## src/rtl/regfile_scoreboard.sv

```systemverilog
// Register file with two combinational read ports, one write port and a per-register busy scoreboard.
// Latency: reads are combinational (same-cycle forwarding when BYPASS=1); writes and busy set/clear land on the next rising edge.
// Backpressure: none; hazard/busy outputs let the control FSM stall on RAW hazards.
module regfile_scoreboard #(
  parameter int DATA_W   = 32,
  parameter int ADDR_W   = 5,
  parameter int NUM_REGS = 32,
  parameter int ZERO_REG = 1,
  parameter int BYPASS   = 1
) (
  input  logic                clk,
  input  logic                rst,
  input  logic [ADDR_W-1:0]   rs,
  input  logic [ADDR_W-1:0]   rt,
  input  logic [ADDR_W-1:0]   rd,
  input  logic                we,
  input  logic [DATA_W-1:0]   i_data,
  input  logic                issue_vld,
  input  logic [ADDR_W-1:0]   issue_rd,
  output logic [DATA_W-1:0]   out_data_a,
  output logic [DATA_W-1:0]   out_data_b,
  output logic                busy_a,
  output logic                busy_b,
  output logic                hazard,
  output logic [NUM_REGS-1:0] busy_vec
);

  localparam int IDX_W = (NUM_REGS > 1) ? $clog2(NUM_REGS) : 1;

  logic [DATA_W-1:0]   regs_q [NUM_REGS];
  logic [DATA_W-1:0]   regs_d [NUM_REGS];
  logic [NUM_REGS-1:0] busy_q;
  logic [NUM_REGS-1:0] busy_d;

  logic wr_ok;
  logic iss_ok;
  logic rs_ok;
  logic rt_ok;
  logic fwd_a;
  logic fwd_b;

  // An address names real, mutable state: in range and not the hardwired zero register.
  function automatic logic addr_ok(input logic [ADDR_W-1:0] a);
    logic in_range;
    logic is_zero;
    in_range = (int'({1'b0, a}) < NUM_REGS);
    is_zero  = (ZERO_REG != 0) && (a == '0);
    return in_range && !is_zero;
  endfunction

  // Qualify the current write, issue and read addresses; detect same-cycle forwarding.
  always_comb begin
    wr_ok  = we && addr_ok(rd);
    iss_ok = issue_vld && addr_ok(issue_rd);
    rs_ok  = addr_ok(rs);
    rt_ok  = addr_ok(rt);
    fwd_a  = (BYPASS != 0) && wr_ok && (rd == rs);
    fwd_b  = (BYPASS != 0) && wr_ok && (rd == rt);
  end

  // Read ports: forwarded write data first, else stored value, else zero.
  always_comb begin
    out_data_a = '0;
    out_data_b = '0;
    if (fwd_a) begin
      out_data_a = i_data;
    end else if (rs_ok) begin
      out_data_a = regs_q[rs[IDX_W-1:0]];
    end
    if (fwd_b) begin
      out_data_b = i_data;
    end else if (rt_ok) begin
      out_data_b = regs_q[rt[IDX_W-1:0]];
    end
  end

  // Busy lookups; a forwarded writeback already resolves the hazard this cycle.
  always_comb begin
    busy_a = rs_ok && busy_q[rs[IDX_W-1:0]] && !fwd_a;
    busy_b = rt_ok && busy_q[rt[IDX_W-1:0]] && !fwd_b;
    hazard = busy_a || busy_b;
  end

  assign busy_vec = busy_q;

  // Next state: writeback stores data and clears busy; a same-cycle issue re-sets busy (newer owner wins).
  always_comb begin
    regs_d = regs_q;
    busy_d = busy_q;
    if (wr_ok) begin
      regs_d[rd[IDX_W-1:0]] = i_data;
      busy_d[rd[IDX_W-1:0]] = 1'b0;
    end
    if (iss_ok) begin
      busy_d[issue_rd[IDX_W-1:0]] = 1'b1;
    end
  end

  // State registers with synchronous active-low reset; reset overrides any write or issue.
  always_ff @(posedge clk) begin
    if (!rst) begin
      for (int i = 0; i < NUM_REGS; i++) begin
        regs_q[i] <= '0;
      end
      busy_q <= '0;
    end else begin
      regs_q <= regs_d;
      busy_q <= busy_d;
    end
  end

endmodule
```

## config.mk

```make
export PLATFORM = sky130hd
export DESIGN_NAME = regfile_scoreboard
export DESIGN_NICKNAME = d
export VERILOG_FILES = /design/src/rtl/regfile_scoreboard.sv
export SDC_FILE = /design/constraint.sdc
export NUM_CORES = 2
export LEC_CHECK = 0
export CORE_MARGIN = 2
export CORE_UTILIZATION = 30
export CTS_BUF_LIST = sky130_fd_sc_hd__clkbuf_4 sky130_fd_sc_hd__clkbuf_8
export CTS_CLUSTER_SIZE = 8
export DETAILED_ROUTE_END_ITERATION = 6
export MAX_ROUTING_LAYER = met4
export PLACE_DENSITY = 0.54
export REMOVE_ABC_BUFFERS = 1
export SYNTH_ARGS = -nofsm -noshare
export SYNTH_HDL_FRONTEND = slang
export SYNTH_SLANG_ARGS = --single-unit
```

## constraint.sdc

```tcl
create_clock -name clk -period 3.06 [get_ports clk]
set_clock_uncertainty 0.2 [all_clocks]
set_input_delay 0.765 -clock clk [delete_from_list [all_inputs] [get_ports clk]]
set_output_delay 0.765 -clock clk [all_outputs]
set_load 0.05 [all_outputs]
```

==> run_results.csv <==
group,metric,value,unit
synthesis,yosysTopAreaCellShare,0.370,
sta,worst_pin_slew,776,ps
synthesis,yosys.cell_count.top_type,"nand2_1",
placed_design,post-place-cells,9074,
pwr,switching_share,0.280,
run_status,violations,"negative setup slack",
placed_design,place_hpwl,164000,microns
pwr,seqPwrFrac,0.426,
global_routing,grt_pass1_wl,369000,microns
die,initial_utilization,0.301,
clocking,clock-sinks,1056,
drt,drt-wirelength-per-cell,27.2,microns
sta,fin_crit_sh,1.26,
pwr,p_leak,0.0264,uW
synthesis,yosys-top-cells-area,"dfxtp_1 (37%), mux4_2 (18%), nand2_1 (14%), a21boi_1 (7.4%), a21boi_0 (5.6%)",
finish,area_growth,34.8,%
drt,firstDrtPassIters,6,
worst_hold_path,hold_path_depth,2,
synthesis,synth_top_area_cell,"dfxtp_1",
worst_hold_path,hold_start,"rst",
synthesis,ys_seq_elements,1056,
critical_path,timing.rr.end,"busy_vec[16]",
global_routing,grt_max_degree,115,
drt,drc,0,
pwr,p_switching,9160,uW
critical_path,reg2reg_from,"busy_vec[16]",
run_status,status,"complete, but fails checks",
clocking,cts_tree,"built",
pwr,fin_total_pwr,32700,uW
die,num_rows,160,
sta,worst_slack,-810,ps
placed_design,numPortBuffers,154,
pwr,powerDensity,426,nW/um^2
global_routing,antenna_found_initial,6,
critical_path,cp-start-kind,"input pin",
sta,rsz0062_at_grt,"true",
finish,fin_area,76900,sq um
critical_path,critPathCaptureType,"output pin",
synthesis,avgSynthCellArea,9.03,sq um
global_routing,grt-ovfl-total,0,
global_routing,track_usage,0.267,
critical_path,cp_max_fo,7,
sta,hold_ws,112,ps
drt,num_vias,53100,
synthesis,yosysWarnings,0,
critical_path,r2r_slack,2110,ps
placed_design,placed_area,67800,sq um
sta,fin_crit,3870,ps
worst_hold_path,hold_path.class,"input pin to flip-flop",
drt,drt_iter0_markers,5595,
clocking,cts-root-buf,"clkbuf_8",
finish,n_fill_cell,18200,
sta,slew_violations,0,
clocking,cts_max_level,4,
finish,nets,6896,
die,die_h,440,microns
clocking,clk_pin_slew,70,ps
drt,drt_wl_total,258000,microns
die,die_w,440,microns
clocking,clock_path_buffers,3,
sta,setup_viol,67,
finish,multi_input_area,36200,sq um
synthesis,synth_flop_cell,"dfxtp_1",
worst_hold_path,min_to,"regs_q[582]",
clocking,clk_latency,930,ps
finish,regArea,21200,sq um
die,die_area,194000,sq um
sta,fmax,258,MHz
critical_path,arrival,2900,ps
job,cap_violations,0,
finish,stdcell_count,9476,
global_routing,grt_pass1_vias,52100,
clocking,cts_buffers,178,
pwr,pwr-share-comb,0.160,
placed_design,gp_congestion,0.927,
placed_design,dp_slack,-1370,ps
pwr,peakVddDrop,0.341,mV
synthesis,synth_edf_count,0,
synthesis,ys_seq_area_frac,0.370,
finish,drive_above_1_share,0.331,
critical_path,worstSetupPathType,"input pin to output pin",
synthesis,synth_cell_types,48,
die,ioPinCount,155,
pwr,p_int,23600,uW
drt,via_per_inst,5.60,
pwr,clockPowerShare,0.415,
drt,drtAntennaViolNets,0,
synthesis,synth.cell_area,57100,sq um
die,coreArea,190000,sq um
sta,relSlewSlack,0.479,
sta,finalHoldViolations,0,
synthesis,synthArstFlopShare,0,
critical_path,worstPathRequired,2090,ps
synthesis,synth_cells,6318,
critical_path,reg2regPathDepth,2,
synthesis,synthTopCellsByCount,"nand2_1 (2156), dfxtp_1 (1056), a21boi_1 (563), mux4_2 (466), clkbuf_1 (443)",
stage by stage:
step	util	setup TNS [ps]
2_1_floorplan	-	-78850
3_3_place_gp	0.357	-78470
3_5_place_dp	0.357	-84330
4_1_cts	0.403	-42490
5_1_grt	0.406	-46390
6_report	0.406	-45770
layout make-up:
type                       instances  share of cell area
multi-input combinational       4536               0.471
clock inverter                    15             0.00145
tap                             2511              0.0408
antenna                            2           0.0000651
timing repair buffer            1006               0.162
sequential                      1056               0.276
clock buffer                     288              0.0467
inverter                          62             0.00303
worst max-delay path, cell delays in order:
cell	delay, ps
buf_16	130
buf_12	160
buf_12	140
xnor2_2	120
nand4_1	160
buf_6	150
o21ai_4	60
buf_12	160
buf_16	170
o311ai_4	610
buf_12	220
metal layers:
metal	GRT usage	up-vias	wire (microns)
met5	-	-	0
li1	-	23000	-
met3	0.0467	711	20700
met2	0.424	2604	121000
met1	0.322	26800	100000
met4	0.145	0	15600
power groups by stage:
stage / Combinational, uW / Sequential [uW] / Clock, uW
final: 5220 / 13900 / 13600
after detailed placement: 4330 / 14200 / 0
after global placement: 4320 / 14200 / 0
after global routing: 5340 / 13900 / 14300
after floorplan: 1320 / 14200 / 0
after CTS: 5100 / 13900 / 13700
kinds of logic (layout without fill, tap and decap cells):
kind of cell | Yosys count | after routing | share of synthesized area
buffers and inverters | 726 | 1371 | 0.0579
AO/OA/AOI/OAI | 1476 | 1476 | 0.188
XOR/XNOR | 10 | 10 | 0.00153
flip-flops | 1056 | 1056 | 0.370
other | 0 | 2 | 0
AND/OR/NAND/NOR | 2454 | 2454 | 0.173
multiplexers | 596 | 596 | 0.209
cell usage in the layout, fill, tap and decap left out, types with 23 or more instances in the layout:
cell type,count
a22oi_1,32
mux2_2,101
a21oi_1,36
mux4_2,466
nor2b_1,97
a211oi_2,32
o311ai_4,52
buf_6,57
and2_1,37
a21boi_0,429
buf_4,533
buf_12,278
o21ai_2,32
nand2b_1,68
clkbuf_8,229
a21boi_1,563
o21ai_4,71
dfxtp_1,1017
dlygate4sd2_1,35
a211oi_1,28
nand2_2,57
inv_1,49
buf_16,42
nor2_4,31
nand2_4,23
o22ai_1,56
o221ai_2,38
clkbuf_4,59
clkdlybuf4s50_1,38
nand2_1,2076
dfxtp_2,39
o21ai_1,23
what timing repair did:
action / 4_1_cts / 5_1_grt
hold buffers: 0 / 0
hold endpoints to repair: 0 / 0
setup buffers: 82 / 17
setup endpoints to repair: 99 / 67
pin swaps: 185 / 64
gates resized for setup: 732 / 61
cloned: 32 / 2
worst max path at each step:
stage,startpoint,end,slack [ps],cells after the start
6_report,rs[0],out_data_a[8],-810,11
5_1_grt,rs[0],out_data_a[6],-800,13
4_1_cts,rs[0],out_data_a[6],-750,12
3_5_place_dp,rs[0],out_data_a[2],-1370,10
3_3_place_gp,rd[0],out_data_b[14],-1370,10
2_1_floorplan,rd[0],out_data_a[0],-1570,4
sequential cells by signal, indices dropped and copies added (netlist names):
signal	flops
busy_vec	32
regs_q	1024
Power figures use the tool's default switching activity.
